--- src/rtl/ultrasonic_io_slave.sv ---
// Ultrasonic ranging peripheral on the J1 I/O bus: it issues the trigger pulse and
// measures the echo pulse width in microseconds, readable through CTRL/STATUS/DATA.
module ultrasonic_io_slave #(
    parameter logic [15:0] BASE_ADDR  = 16'h6000,
    parameter int          CLK_PER_US = 50,
    parameter int          TRIG_US    = 10,
    parameter int          TIMEOUT_US = 30000
) (
    input  logic        sys_clk_i,
    input  logic        sys_rst_i,
    input  logic        io_rd,
    input  logic        io_wr,
    input  logic [15:0] io_addr,
    input  logic [15:0] io_din,
    output logic [15:0] io_dout,
    output logic        trig_o,
    input  logic        echo_i,
    output logic        busy_o
);

    localparam logic [15:0] PRESC_LAST   = 16'(CLK_PER_US - 1);
    localparam logic [15:0] TRIG_LAST    = 16'(TRIG_US - 1);
    localparam logic [15:0] TIMEOUT_LAST = 16'(TIMEOUT_US - 1);

    typedef enum logic [2:0] {
        S_IDLE      = 3'd0,
        S_TRIG      = 3'd1,
        S_WAIT_RISE = 3'd2,
        S_MEASURE   = 3'd3,
        S_DONE      = 3'd4,
        S_FAIL      = 3'd5
    } state_t;

    state_t      state_q;
    logic        echo_meta_q;
    logic        echo_s_q;
    logic [15:0] presc_q;
    logic [15:0] presc_d;
    logic [15:0] us_cnt_q;
    logic [15:0] width_q;
    logic [15:0] data_q;
    logic        done_q;
    logic        timeout_q;
    logic        trig_q;
    logic        busy_q;
    logic [15:0] rdata_s;

    logic sel_s;
    logic start_s;
    logic start_accept_s;
    logic data_rd_s;
    logic tick_s;
    logic unused_s;

    assign sel_s          = (io_addr[15:4] == BASE_ADDR[15:4]);
    assign start_s        = io_wr & sel_s & (io_addr[3:0] == 4'h0) & io_din[0];
    assign start_accept_s = start_s & (state_q == S_IDLE);
    assign data_rd_s      = io_rd & sel_s & (io_addr[3:0] == 4'h4);
    assign tick_s         = (presc_q == PRESC_LAST);
    assign unused_s       = ^io_din[15:1];

    // Register read mux; the CPU samples it in the same cycle it drives the address
    always_comb begin
        rdata_s = 16'h0000;
        if (sel_s) begin
            case (io_addr[3:0])
                4'h2:    rdata_s = {13'b0, timeout_q, done_q, busy_q};
                4'h4:    rdata_s = data_q;
                default: rdata_s = 16'h0000;
            endcase
        end else begin
            rdata_s = 16'h0000;
        end
    end

    assign io_dout = rdata_s;
    assign trig_o  = trig_q;
    assign busy_o  = busy_q;

    // Microsecond prescaler next state
    always_comb begin
        presc_d = presc_q + 16'd1;
        if (start_accept_s) begin
            presc_d = 16'd0;
        end else if (tick_s) begin
            presc_d = 16'd0;
        end else begin
            presc_d = presc_q + 16'd1;
        end
    end

    // Echo synchronizer and prescaler registers
    always_ff @(posedge sys_clk_i) begin
        if (sys_rst_i) begin
            echo_meta_q <= 1'b0;
            echo_s_q    <= 1'b0;
            presc_q     <= 16'd0;
        end else begin
            echo_meta_q <= echo_i;
            echo_s_q    <= echo_meta_q;
            presc_q     <= presc_d;
        end
    end

    // Measurement FSM with registered trigger/busy and result registers
    always_ff @(posedge sys_clk_i) begin
        if (sys_rst_i) begin
            state_q   <= S_IDLE;
            us_cnt_q  <= 16'd0;
            width_q   <= 16'd0;
            data_q    <= 16'd0;
            done_q    <= 1'b0;
            timeout_q <= 1'b0;
            trig_q    <= 1'b0;
            busy_q    <= 1'b0;
        end else begin
            // A DATA read acknowledges done; a same-cycle set below overrides it
            if (data_rd_s) begin
                done_q <= 1'b0;
            end
            case (state_q)
                S_IDLE: begin
                    if (start_s) begin
                        done_q    <= 1'b0;
                        timeout_q <= 1'b0;
                        us_cnt_q  <= 16'd0;
                        width_q   <= 16'd0;
                        trig_q    <= 1'b1;
                        busy_q    <= 1'b1;
                        state_q   <= S_TRIG;
                    end
                end
                S_TRIG: begin
                    if (tick_s) begin
                        if (us_cnt_q == TRIG_LAST) begin
                            us_cnt_q <= 16'd0;
                            trig_q   <= 1'b0;
                            state_q  <= S_WAIT_RISE;
                        end else begin
                            us_cnt_q <= us_cnt_q + 16'd1;
                        end
                    end
                end
                S_WAIT_RISE: begin
                    if (tick_s) begin
                        us_cnt_q <= us_cnt_q + 16'd1;
                    end
                    if (echo_s_q) begin
                        state_q <= S_MEASURE;
                    end else if (tick_s && (us_cnt_q == TIMEOUT_LAST)) begin
                        state_q <= S_FAIL;
                    end
                end
                S_MEASURE: begin
                    if (!echo_s_q) begin
                        state_q <= S_DONE;
                    end else if (tick_s) begin
                        us_cnt_q <= us_cnt_q + 16'd1;
                        if (width_q != 16'hFFFF) begin
                            width_q <= width_q + 16'd1;
                        end
                        if (us_cnt_q == TIMEOUT_LAST) begin
                            state_q <= S_FAIL;
                        end
                    end
                end
                S_DONE: begin
                    data_q  <= width_q;
                    done_q  <= 1'b1;
                    busy_q  <= 1'b0;
                    state_q <= S_IDLE;
                end
                S_FAIL: begin
                    data_q    <= 16'hFFFF;
                    timeout_q <= 1'b1;
                    done_q    <= 1'b1;
                    busy_q    <= 1'b0;
                    state_q   <= S_IDLE;
                end
                default: begin
                    trig_q  <= 1'b0;
                    busy_q  <= 1'b0;
                    state_q <= S_IDLE;
                end
            endcase
        end
    end

endmodule

--- config.mk ---
export PLATFORM = sky130hd
export DESIGN_NAME = ultrasonic_io_slave
export DESIGN_NICKNAME = d
export VERILOG_FILES = /design/src/rtl/ultrasonic_io_slave.sv
export SDC_FILE = /design/constraint.sdc
export NUM_CORES = 1
export LEC_CHECK = 0
export ABC_AREA = 0
export ABC_CLOCK_PERIOD_IN_PS = 8000
export CAP_MARGIN = 30
export CELL_PAD_IN_SITES_DETAIL_PLACEMENT = 0
export CELL_PAD_IN_SITES_GLOBAL_PLACEMENT = 1
export CORE_AREA = 2 2 100 92
export CTS_CLUSTER_SIZE = 14
export DETAILED_ROUTE_END_ITERATION = 10
export DIE_AREA = 0 0 102 94
export PLACE_DENSITY_LB_ADDON = 0.12
export SYNTH_ARGS = -nofsm -noshare
export SYNTH_HDL_FRONTEND = slang
export SYNTH_SLANG_ARGS = --single-unit
--- constraint.sdc ---
create_clock -name sys_clk_i -period 8 [get_ports sys_clk_i]
set_input_delay 1.6 -clock sys_clk_i [delete_from_list [all_inputs] [get_ports sys_clk_i]]
set_output_delay 1.6 -clock sys_clk_i [all_outputs]
set_load 0.01 [all_outputs]
Yosys cells after proc, flatten, opt, wreduce, memory -nomap -nowiden
Index checks and enable logic that the tools add are counted.
{"block": "word_totals", "register_bits": 73, "in_bits": 37, "output_inout_bits": 18, "elab_cells": 92}
{"block": "op_classes", "addsub": 3, "n_eq_ne": 21, "mux": 32, "bitwise": 8, "reduce_logical": 17}
{"op": "two-way mux 16 bit", "n": 9}
{"op": "one-hot mux 16 bit (2 select lines)", "n": 3}
{"op": "one-hot mux 16 bit (4 select lines)", "n": 1}
{"op": "adder 16 x 1 -> 16 bit, second input constant", "n": 3}
{"op": "two-way mux 3 bit", "n": 8}
{"op": "== test 16 x 15 -> 1 bit, second input constant", "n": 1}
{"op": "== test 16 x 4 -> 1 bit, second input constant", "n": 1}
{"op": "== test 16 x 6 -> 1 bit, second input constant", "n": 1}
{"op": "inequality test 16 bit, second input constant", "n": 1}
{"op": "== test 12 x 11 -> 1 bit, second input constant", "n": 1}
{"op": "inequality test 2 bit, second input constant", "n": 6}
{"op": "one-hot mux 3 bit (4 select lines)", "n": 1}
{"op": "inequality test 3 bit, second input constant", "n": 3}
{"op": "AND reduction 4 bit", "n": 2}
{"op": "AND 1 bit", "n": 6}
{"op": "== test 3 x 2 -> 1 bit, second input constant", "n": 2}
{"op": "== test 3 bit, second input constant", "n": 2}
{"op": "two-way mux 1 bit", "n": 6}
{"op": "one-hot mux 1 bit (2 select lines)", "n": 3}
{"op": "AND reduction 6 bit", "n": 1}
{"op": "nonzero test 2 bit", "n": 3}
{"op": "OR reduction 3 bit", "n": 2}
{"op": "AND reduction 5 bit", "n": 1}
{"op": "== test 4 x 2 -> 1 bit, second input constant", "n": 1}
{"op": "other kinds (11)", "n": 13}

Depth between registers and ports, before layout
Gate-level depths: netlist of run 1.
{"block": "depth", "word_depth": 6, "mapped_depth": 9, "mapped_depth_nobuf": 8}

Worst setup path after synthesis of run 1
OpenSTA, ideal clock, no wires.
{"block": "synth_timing", "path_kind": "in2out", "start": "input port io_addr[10]", "end": "output port io_dout[10]", "t_arrival_ps": 2717, "t_required_ps": 6400, "setup_slack_ps": 3683, "path_stages": 5, "path_buffers": 1, "path_cell_list": "nor4b_2 > nand4_2 > and2b_1 > clkbuf_1 > and2_1"}
{"block": "synth_via", "elab_chain_cells": 2}
{"item": "start, declared", "line": "13", "rtl": "input logic [15:0] io_addr,"}
{"item": "== test 12 x 11 -> 1 bit", "line": "55", "rtl": "assign sel_s = (io_addr[15:4] == BASE_ADDR[15:4]);"}
{"item": "two-way mux 16 bit", "line": "65", "rtl": "if (sel_s) begin"}
{"item": "end, declared", "line": "15", "rtl": "output logic [15:0] io_dout,"}
Every way passes these cells.

Final worst setup path of run 1
{"block": "layout_timing", "start": "input port io_addr[0]", "end": "output port io_dout[15]"}
{"block": "layout_via", "elab_chain_cells": 3, "elab_cells_between_ends": 4, "classes_between": "2 x eq/ne; 2 x mux"}
{"item": "== test 4 x 3 -> 1 bit or == test 4 x 2 -> 1 bit (tied branches)", "line": "66", "rtl": "case (io_addr[3:0])"}
{"item": "one-hot mux 16 bit (2 select lines) (*)", "line": "66"}
{"item": "two-way mux 16 bit (*)", "line": "65"}
Mark *: on every way between the ends. The rest lies on a longest branch, timed or not.

==> impl_metrics.json, run 1 <==
{
  "outcome": "complete, no violations",
  "first_pass_iters": 5,
  "drive_above_1_share_pct": 4.82,
  "netlist_area_um2": 3590,
  "grt_pass1_vias": 2839,
  "path_buf_inv": 2,
  "post_cts_resized": 0,
  "fin_setup_tns_ns": 0,
  "grt_max_degree": 24,
  "ff_latch_area_um2": 1460,
  "wl_per_cell_um": 13.5,
  "clk-insertion-delay-late_ns": 0.34,
  "cp_max_fo": 14,
  "finalHoldViolCount": 0,
  "synth.ff_latch_count": 73,
  "synth_cells": 442,
  "synth_top_area_cell": "dfxtp_1",
  "hpwl_mm": 5.80,
  "final.min_clock_period_ns": 5.35,
  "grt_overflow": 0,
  "fin_worst_skew_ns": 0.00818,
  "cts_setup_buffers": 0,
  "cts_made_buffers": 9,
  "crit_required_ns": 6.40,
  "yosysMostFrequentCell": "dfxtp_1",
  "synthToLayoutAreaGrowth_pct": 19.2,
  "slew_headroom_pct": 32.2,
  "synth_ff_type": "dfxtp_1",
  "multi_input_area_um2": 2020,
  "vias_per_cell": 5.26,
  "p_total_uw": 755,
  "yosysWarnings": 0,
  "end_kind": "output pin",
  "num-fill-cells": 866,
  "syn_avg_cell_area_um2": 8.13,
  "num_antenna_cells": 0,
  "crit_family": "simple AND/OR/NAND/NOR gates",
  "cts_sinks": 73,
  "max-cap-violations": 0,
  "crit_path_frequent_cell": "clkdlybuf4s50_1",
  "die_x_um": 102,
  "rsz0062_at_grt": "no",
  "period_share_pct": 66.9,
  "antenna_found_initial": 0,
  "max_freq_mhz": 187,
  "drt_iter0_drc": 130,
  "syn_nets": 484,
  "drc": 0,
  "synth_edf_count": 0,
  "slew_violations": 0,
  "wl_mm": 8.04,
  "die_h_um": 94,
  "fin_ws_ns": 2.65,
  "gp_congestion": 0.784,
  "nets": 514,
  "die_area_um2": 9590,
  "worst_slew_pin_slew_ns": 1.01,
  "root_buffer": "clkbuf_8",
  "crit_path_top_delay_cell": "clkdlybuf4s50_1",
  "critical_path_arrival_ns": 3.75,
  "cp_slowest_stage_delay_ns": 0.53,
  "cts.hold.buffers_added": 0,
  "min_path_type": "reg2reg",
  "grt_pass1_wl_mm": 13.6,
  "dp_slack_ns": 2.61,
  "yosys-top-cells-count": "dfxtp_1, nand2_1, nor2_1",
  "path_cells": "clkdlybuf4s50_1 > nor4_4 > nand4_2 > and2b_1 > and2_1 > clkdlybuf4s50_1",
  "start_util_pct": 42.3,
  "numPortBuffers": 39,
  "crit_path_start_kind": "input port",
  "drtAntennaViolNets": 0,
  "io-pin-count": 55,
  "p_leak_uw": 0.00142,
  "track_usage_pct": 17.7,
  "critPathKind": "in2out",
  "power_density_nw_per_um2": 176,
  "synth.distinct_cells": 43,
  "vias": 3134,
  "seq_area_frac_synth_pct": 40.7,
  "htreeDepth": 3,
  "cts_buffer_depth": 2,
  "synthArstFlopShare_pct": 0,
  "finalSetupViolCount": 0,
  "cts_tree": "done",
  "yosysTopAreaCellShare_pct": 40.7,
  "rows": 32,
  "synth_area_leaders": "dfxtp_1, nand2_1, nor2_1",
  "path_clk_slew_ns": 0.08,
  "ir_drop_mv": 0.0941,
  "fp.coreArea_um2": 8490
}
[worst register-to-register path, delay by kind of cell, from the launching register on]
family                   cells  cell delay, ns
AND/OR/NAND/NOR              4            0.88
AO/OA/AOI/OAI                1            0.88
flip-flops                   1            0.40
adder cells (fa/ha/maj)      1            0.22
multiplexers                 1            0.18
[kinds of logic (layout without fill, tap and decap cells)]
logic type      after synthesis  after routing  share of synthesized area [%]
buf+inv                      26             61                           3.13
flops                        73             73                           40.7
compound gates               57             57                           9.43
fa+ha+maj                     5              5                           1.74
xor+xnor                     34             34                           8.28
simple gates                244            244                           35.9
mux                           3              3                          0.835
[power breakdown]
group          internal, uW  total, uW  switching, uW  leakage (uW)
combinational          26.9       62.6           35.7      0.000722
clock                   176        316            141      0.000106
sequential              368        376           7.48      0.000589
total                   571        755            184       0.00142
[path summary, 6_finish.rpt]
check | cells past startpoint | to | start | slack [ns]
max | 6 | io_dout[15] | io_addr[0] | 2.65
min | 1 | echo_s_q | echo_meta_q | 0.44
max reg2reg | 7 | width_q[9] | width_q[0] | 5.38
min reg2reg | 1 | echo_s_q | echo_meta_q | 0.44
[flip-flops by register name, indices dropped and copies added, names as in the netlist, 3 cells and up]
| register | count |
|---|---|
| data_q | 16 |
| presc_q | 16 |
| us_cnt_q | 16 |
| width_q | 16 |
| state_q | 3 |
[routing by layer]
metal  wire length, um  share of wire [%]  track usage (%)  vias to the layer above
met2              3430                 43             28.1                       76
li1                  -                  -                -                     1617
met4                59               0.73             4.00                        0
met1              4140                 51             24.4                     1433
met5                 0                  0                0                        -
met3               417                5.2             4.17                        8
[per-stage QoR]
step                      cell area [um^2]  cells  hold WS, ns  utilization (%)
after floorplan                       3590    442        0.414                -
after global placement                4040    579        0.420             47.6
after detailed placement              4070    580        0.427             47.9
after CTS                             4290    596        0.452             50.5
after global routing                  4290    596        0.462             50.5
final                                 4290    596        0.442             50.5
[layout by cell type (no fill, tap or decap), types with 11 or more instances in the layout]
master,synthesis,routed
dfxtp_1,73,73
nor2_1,54,54
nand2_1,54,54
clkdlybuf4s50_1,0,39
nand3_1,24,24
xnor2_1,23,23
nor4_1,19,19
a31oi_1,18,18
a21oi_1,16,16
and2_1,15,15
nor2b_1,13,13
o21ai_0,12,12
and3_1,12,12
or3_1,12,12
xor2_1,11,11
[area by class of cell]
cell class                      instances  area share, %
Multi-Input combinational cell        343           47.2
Sequential cell                        73           34.1
Timing Repair Buffer                   40           9.75
Tap cell                              119           3.47
Clock buffer                            9           2.89
Clock inverter                          7           2.19
Inverter                                5          0.438
No activity file was read; power rests on OpenSTA's default activity.
==> run 2, diff against run 1 <==
ABC_CLOCK_PERIOD_IN_PS = 5000   (was 8000)
CORE_AREA = 2 2 103 95   (was 2 2 100 92)
DIE_AREA = 0 0 105 97   (was 0 0 102 94)
clock period = 5 ns   (was 8 ns; I/O delays follow)
==> impl_metrics.json, run 2 (synthesis gave the netlist of run 1 again) <==
{
  "fin_setup_tns_ns": 0,
  "drive_above_1_share_pct": 4.61,
  "layout_commonest_cell": "dfxtp_1",
  "regToRegStartpoint": "width_q[0]",
  "cts_setup_buffers": 0,
  "cts_tree": "done",
  "reg2regPathDepth": 7,
  "path_cells": "clkdlybuf4s50_1 > nor4_4 > nand4_2 > and2b_1 > and2_1 > clkdlybuf4s50_1",
  "max-cap-violations": 0,
  "wl_per_cell_um": 13.5,
  "rsz0062_at_grt": "no",
  "cts_sinks": 73,
  "min_path_type": "reg2reg",
  "start_util_pct": 39.9,
  "max_freq_mhz": 240,
  "track_usage_pct": 16.3,
  "hpwl_mm": 5.68,
  "final_cell_mix": "dfxtp_1, nor2_1, nand2_1",
  "grt_max_degree": 30,
  "cts.hold.buffers_added": 0,
  "hp-start": "echo_meta_q",
  "vias": 3165,
  "clk-insertion-delay-late_ns": 0.34,
  "r2r_slack_ns": 2.35,
  "finalSetupViolCount": 0,
  "outcome": "complete, no violations",
  "fin_util_pct": 47.8,
  "dp_cells": 582,
  "drt_iter0_drc": 147,
  "timing.hold.ws_ns": 0.443,
  "fin_worst_skew_ns": 0.0137,
  "cp_max_fo": 14,
  "fp.coreArea_um2": 9000,
  "die_x_um": 105,
  "rows": 33,
  "worst_slew_pin_slew_ns": 1.02,
  "rr_endpoint": "width_q[9]",
  "drtAntennaViolNets": 0,
  "ir_drop_mv": 0.148,
  "cts_made_buffers": 9,
  "cts_buffer_depth": 2,
  "critical_path_depth": 6,
  "io-pin-count": 55,
  "die_h_um": 97,
  "grt_overflow": 0,
  "die_area_um2": 10200,
  "htreeDepth": 3,
  "end_kind": "output pin",
  "gp_congestion": 0.763,
  "period_share_pct": 83.4,
  "num_antenna_cells": 0,
  "antenna_found_initial": 0,
  "final.min_clock_period_ns": 4.17,
  "drc": 0,
  "root_buffer": "clkbuf_8",
  "numPortBuffers": 39,
  "setup.worst_path.end": "io_dout[4]",
  "num-fill-cells": 917,
  "path_buf_inv": 2,
  "slew_violations": 0,
  "synthToLayoutAreaGrowth_pct": 19.6,
  "nets": 514,
  "crit_path_top_delay_cell": "clkdlybuf4s50_1",
  "crit_family": "simple AND/OR/NAND/NOR gates",
  "crit_path_start_kind": "input port",
  "fin_cells": 599,
  "grt_pass1_vias": 2828,
  "cp-startpoint": "io_addr[0]",
  "critPathKind": "in2out",
  "power_density_nw_per_um2": 285,
  "crit_required_ns": 4.00,
  "wl_mm": 8.09,
  "finalHoldViolCount": 0,
  "vias_per_cell": 5.28,
  "grt_pass1_wl_mm": 13.8,
  "cp_slowest_stage_delay_ns": 0.53,
  "first_pass_iters": 5,
  "crit_path_frequent_cell": "clkdlybuf4s50_1",
  "p_leak_uw": 0.00142,
  "slew_headroom_pct": 31.3,
  "critical_path_arrival_ns": 3.17,
  "path_clk_slew_ns": 0.08,
  "post_cts_resized": 0
}
run 2: where the power goes:
| part | total, uW | switching (uW) | internal (uW) |
|---|---|---|---|
| logic | 99.5 | 56.7 | 42.8 |
| registers | 601 | 12.1 | 589 |
| clock network | 526 | 217 | 309 |
run 2: area by class of cell:
type	count	area (um^2)	share of cell area, %
timing repair buffer	40	415	9.66
clock inverter	4	75.1	1.75
multi-input combinational	343	2020	47.0
tap	122	153	3.55
inverter	5	18.8	0.437
clock buffer	12	155	3.61
sequential	73	1460	34.0
run 2: worst min path at each step:
stage	cells past startpoint	to	slack, ns
6_report	1	echo_s_q	0.44
4_1_cts	1	echo_s_q	0.45
2_1_floorplan	1	echo_s_q	0.41
3_3_place_gp	1	echo_s_q	0.42
5_1_grt	1	echo_s_q	0.48
3_5_place_dp	1	echo_s_q	0.43
run 2: per-layer routing:
layer	wire (um)	vias to the layer above	global-route usage [%]
met5	0	-	0
met4	34	0	4.10
met3	481	4	4.85
met2	3460	79	24.1
met1	4110	1465	23.1
li1	-	1617	-
run 2: through the flow:
| step | worst slack (ns) | power [uW] | cell area [um^2] |
|---|---|---|---|
| finish | 0.832 | 1230 | 4300 |
| global route | 0.656 | 1290 | 4300 |
| CTS | 0.798 | 1240 | 4270 |
| detailed placement | 0.803 | 712 | 4040 |
| global placement | 0.829 | 711 | 4040 |
| floorplan | 1.88 | 679 | 3590 |
==> run 3, diff against run 2 <==
ABC_CLOCK_PERIOD_IN_PS = 4000   (was 5000)
clock period = 4 ns   (was 5 ns; I/O delays follow)
==> impl_metrics.json, run 3 (synthesis gave the netlist of run 1 again) <==
{
  "outcome": "complete, no violations",
  "clk-insertion-delay-late_ns": 0.35,
  "numPortBuffers": 39,
  "first_pass_iters": 4,
  "worst_slew_pin_slew_ns": 0.999,
  "final_cell_mix": "dfxtp_1, nor2_1, nand2_1",
  "critPathKind": "in2out",
  "dp_cells": 584,
  "gp_congestion": 0.750,
  "p_total_uw": 1570,
  "nets": 515,
  "die_x_um": 105,
  "ir_drop_mv": 0.218,
  "period_share_pct": 94.3,
  "start_util_pct": 39.9,
  "worstHoldPathCells": 1,
  "path_clk_slew_ns": 0.08,
  "wl_mm": 8.24,
  "fin_setup_tns_ns": 0,
  "num_antenna_cells": 0,
  "fin_util_pct": 47.8,
  "antenna_found_initial": 0,
  "hpwl_mm": 5.91,
  "grt_overflow": 0,
  "htreeDepth": 3,
  "cts_tree": "done",
  "layout_commonest_cell": "dfxtp_1",
  "drtAntennaViolNets": 0,
  "cts_sinks": 73,
  "finalSetupViolCount": 0,
  "crit_required_ns": 3.20,
  "drt_iter0_drc": 111,
  "cts_made_buffers": 9,
  "root_buffer": "clkbuf_8",
  "slew_headroom_pct": 32.8,
  "max_freq_mhz": 265,
  "finalHoldViolCount": 0,
  "fin_ws_ns": 0.228,
  "grt_pass1_wl_mm": 14.3,
  "die_area_um2": 10200,
  "wl_per_cell_um": 13.7,
  "rsz0062_at_grt": "no",
  "grt_pass1_vias": 2938,
  "die_h_um": 97,
  "min_path_type": "reg2reg",
  "io-pin-count": 55,
  "rows": 33,
  "cts_setup_buffers": 0,
  "slew_violations": 0,
  "critical_path_arrival_ns": 2.97,
  "r2r_slack_ns": 1.38,
  "vias_per_cell": 5.19,
  "dp_slack_ns": 0.204,
  "post_cts_resized": 0,
  "cp_max_fo": 14,
  "vias": 3111,
  "synthToLayoutAreaGrowth_pct": 19.7,
  "track_usage_pct": 17.1,
  "cts_buffer_depth": 2,
  "drive_above_1_share_pct": 5.02,
  "crit_path_start_kind": "input port",
  "fp.coreArea_um2": 9000,
  "p_leak_uw": 0.00142,
  "end_kind": "output pin",
  "cts.hold.buffers_added": 0,
  "reg2regPathDepth": 7,
  "fin_worst_skew_ns": 0.00616,
  "grt_max_degree": 19,
  "drc": 0,
  "final.min_clock_period_ns": 3.77,
  "power_density_nw_per_um2": 366,
  "max-cap-violations": 0,
  "fin_cells": 600
}
## run 3: cell count changes in the layout (fill, tap and decap cells not counted)
cell	delta
clkinv_2	+1
clkinv_4	+1
clkbuf_8	-2
bufinv_16	+1
clkbuf_1	-1
clkbuf_16	-1
buf_4	+2
## run 3: through the flow
stage	area, um^2	hold slack, ns
after floorplan	3590	0.414
after global placement	4060	0.417
after detailed placement	4060	0.430
after CTS	4300	0.448
after global routing	4300	0.473
final	4300	0.444
## run 3: worst paths after layout
path	start	end
setup reg to reg	presc_q[0]	width_q[11]
hold reg to reg	echo_meta_q	echo_s_q
setup / recovery	io_addr[0]	io_dout[3]
hold / removal	echo_meta_q	echo_s_q
## run 3: cell type report
cell class / count / area [um^2]
Clock buffer: 9 / 124
Clock inverter: 7 / 119
Fill cell: 942 / 4700
Inverter: 5 / 18.8
Multi-Input combinational cell: 343 / 2020
Sequential cell: 73 / 1460
Tap cell: 122 / 153
Timing Repair Buffer: 41 / 405
## run 3: critical path, stage by stage
cell and delay (ns):
clkdlybuf4s50_1 0.44, nor4_4 0.29, nand4_2 0.24, and2b_1 0.48, and2_1 0.19, clkdlybuf4s50_1 0.54
## run 3: where the power goes
part | switching (uW) | leakage (uW) | internal [uW] | total, uW
clock | 284 | 0.000115 | 414 | 698
sequential | 14.9 | 0.000589 | 736 | 751
combinational | 71.0 | 0.000719 | 53.8 | 125
## run 3: routing by layer
| layer | track usage, % | share of wire [%] | routed length, um | up-vias |
|---|---|---|---|---|
| li1 | - | - | - | 1625 |
| met1 | 23.5 | 51 | 4230 | 1421 |
| met2 | 26.2 | 43 | 3570 | 63 |
| met3 | 5.86 | 4.9 | 404 | 2 |
| met4 | 3.38 | 0.46 | 38 | 0 |
| met5 | 0 | 0 | 0 | - |
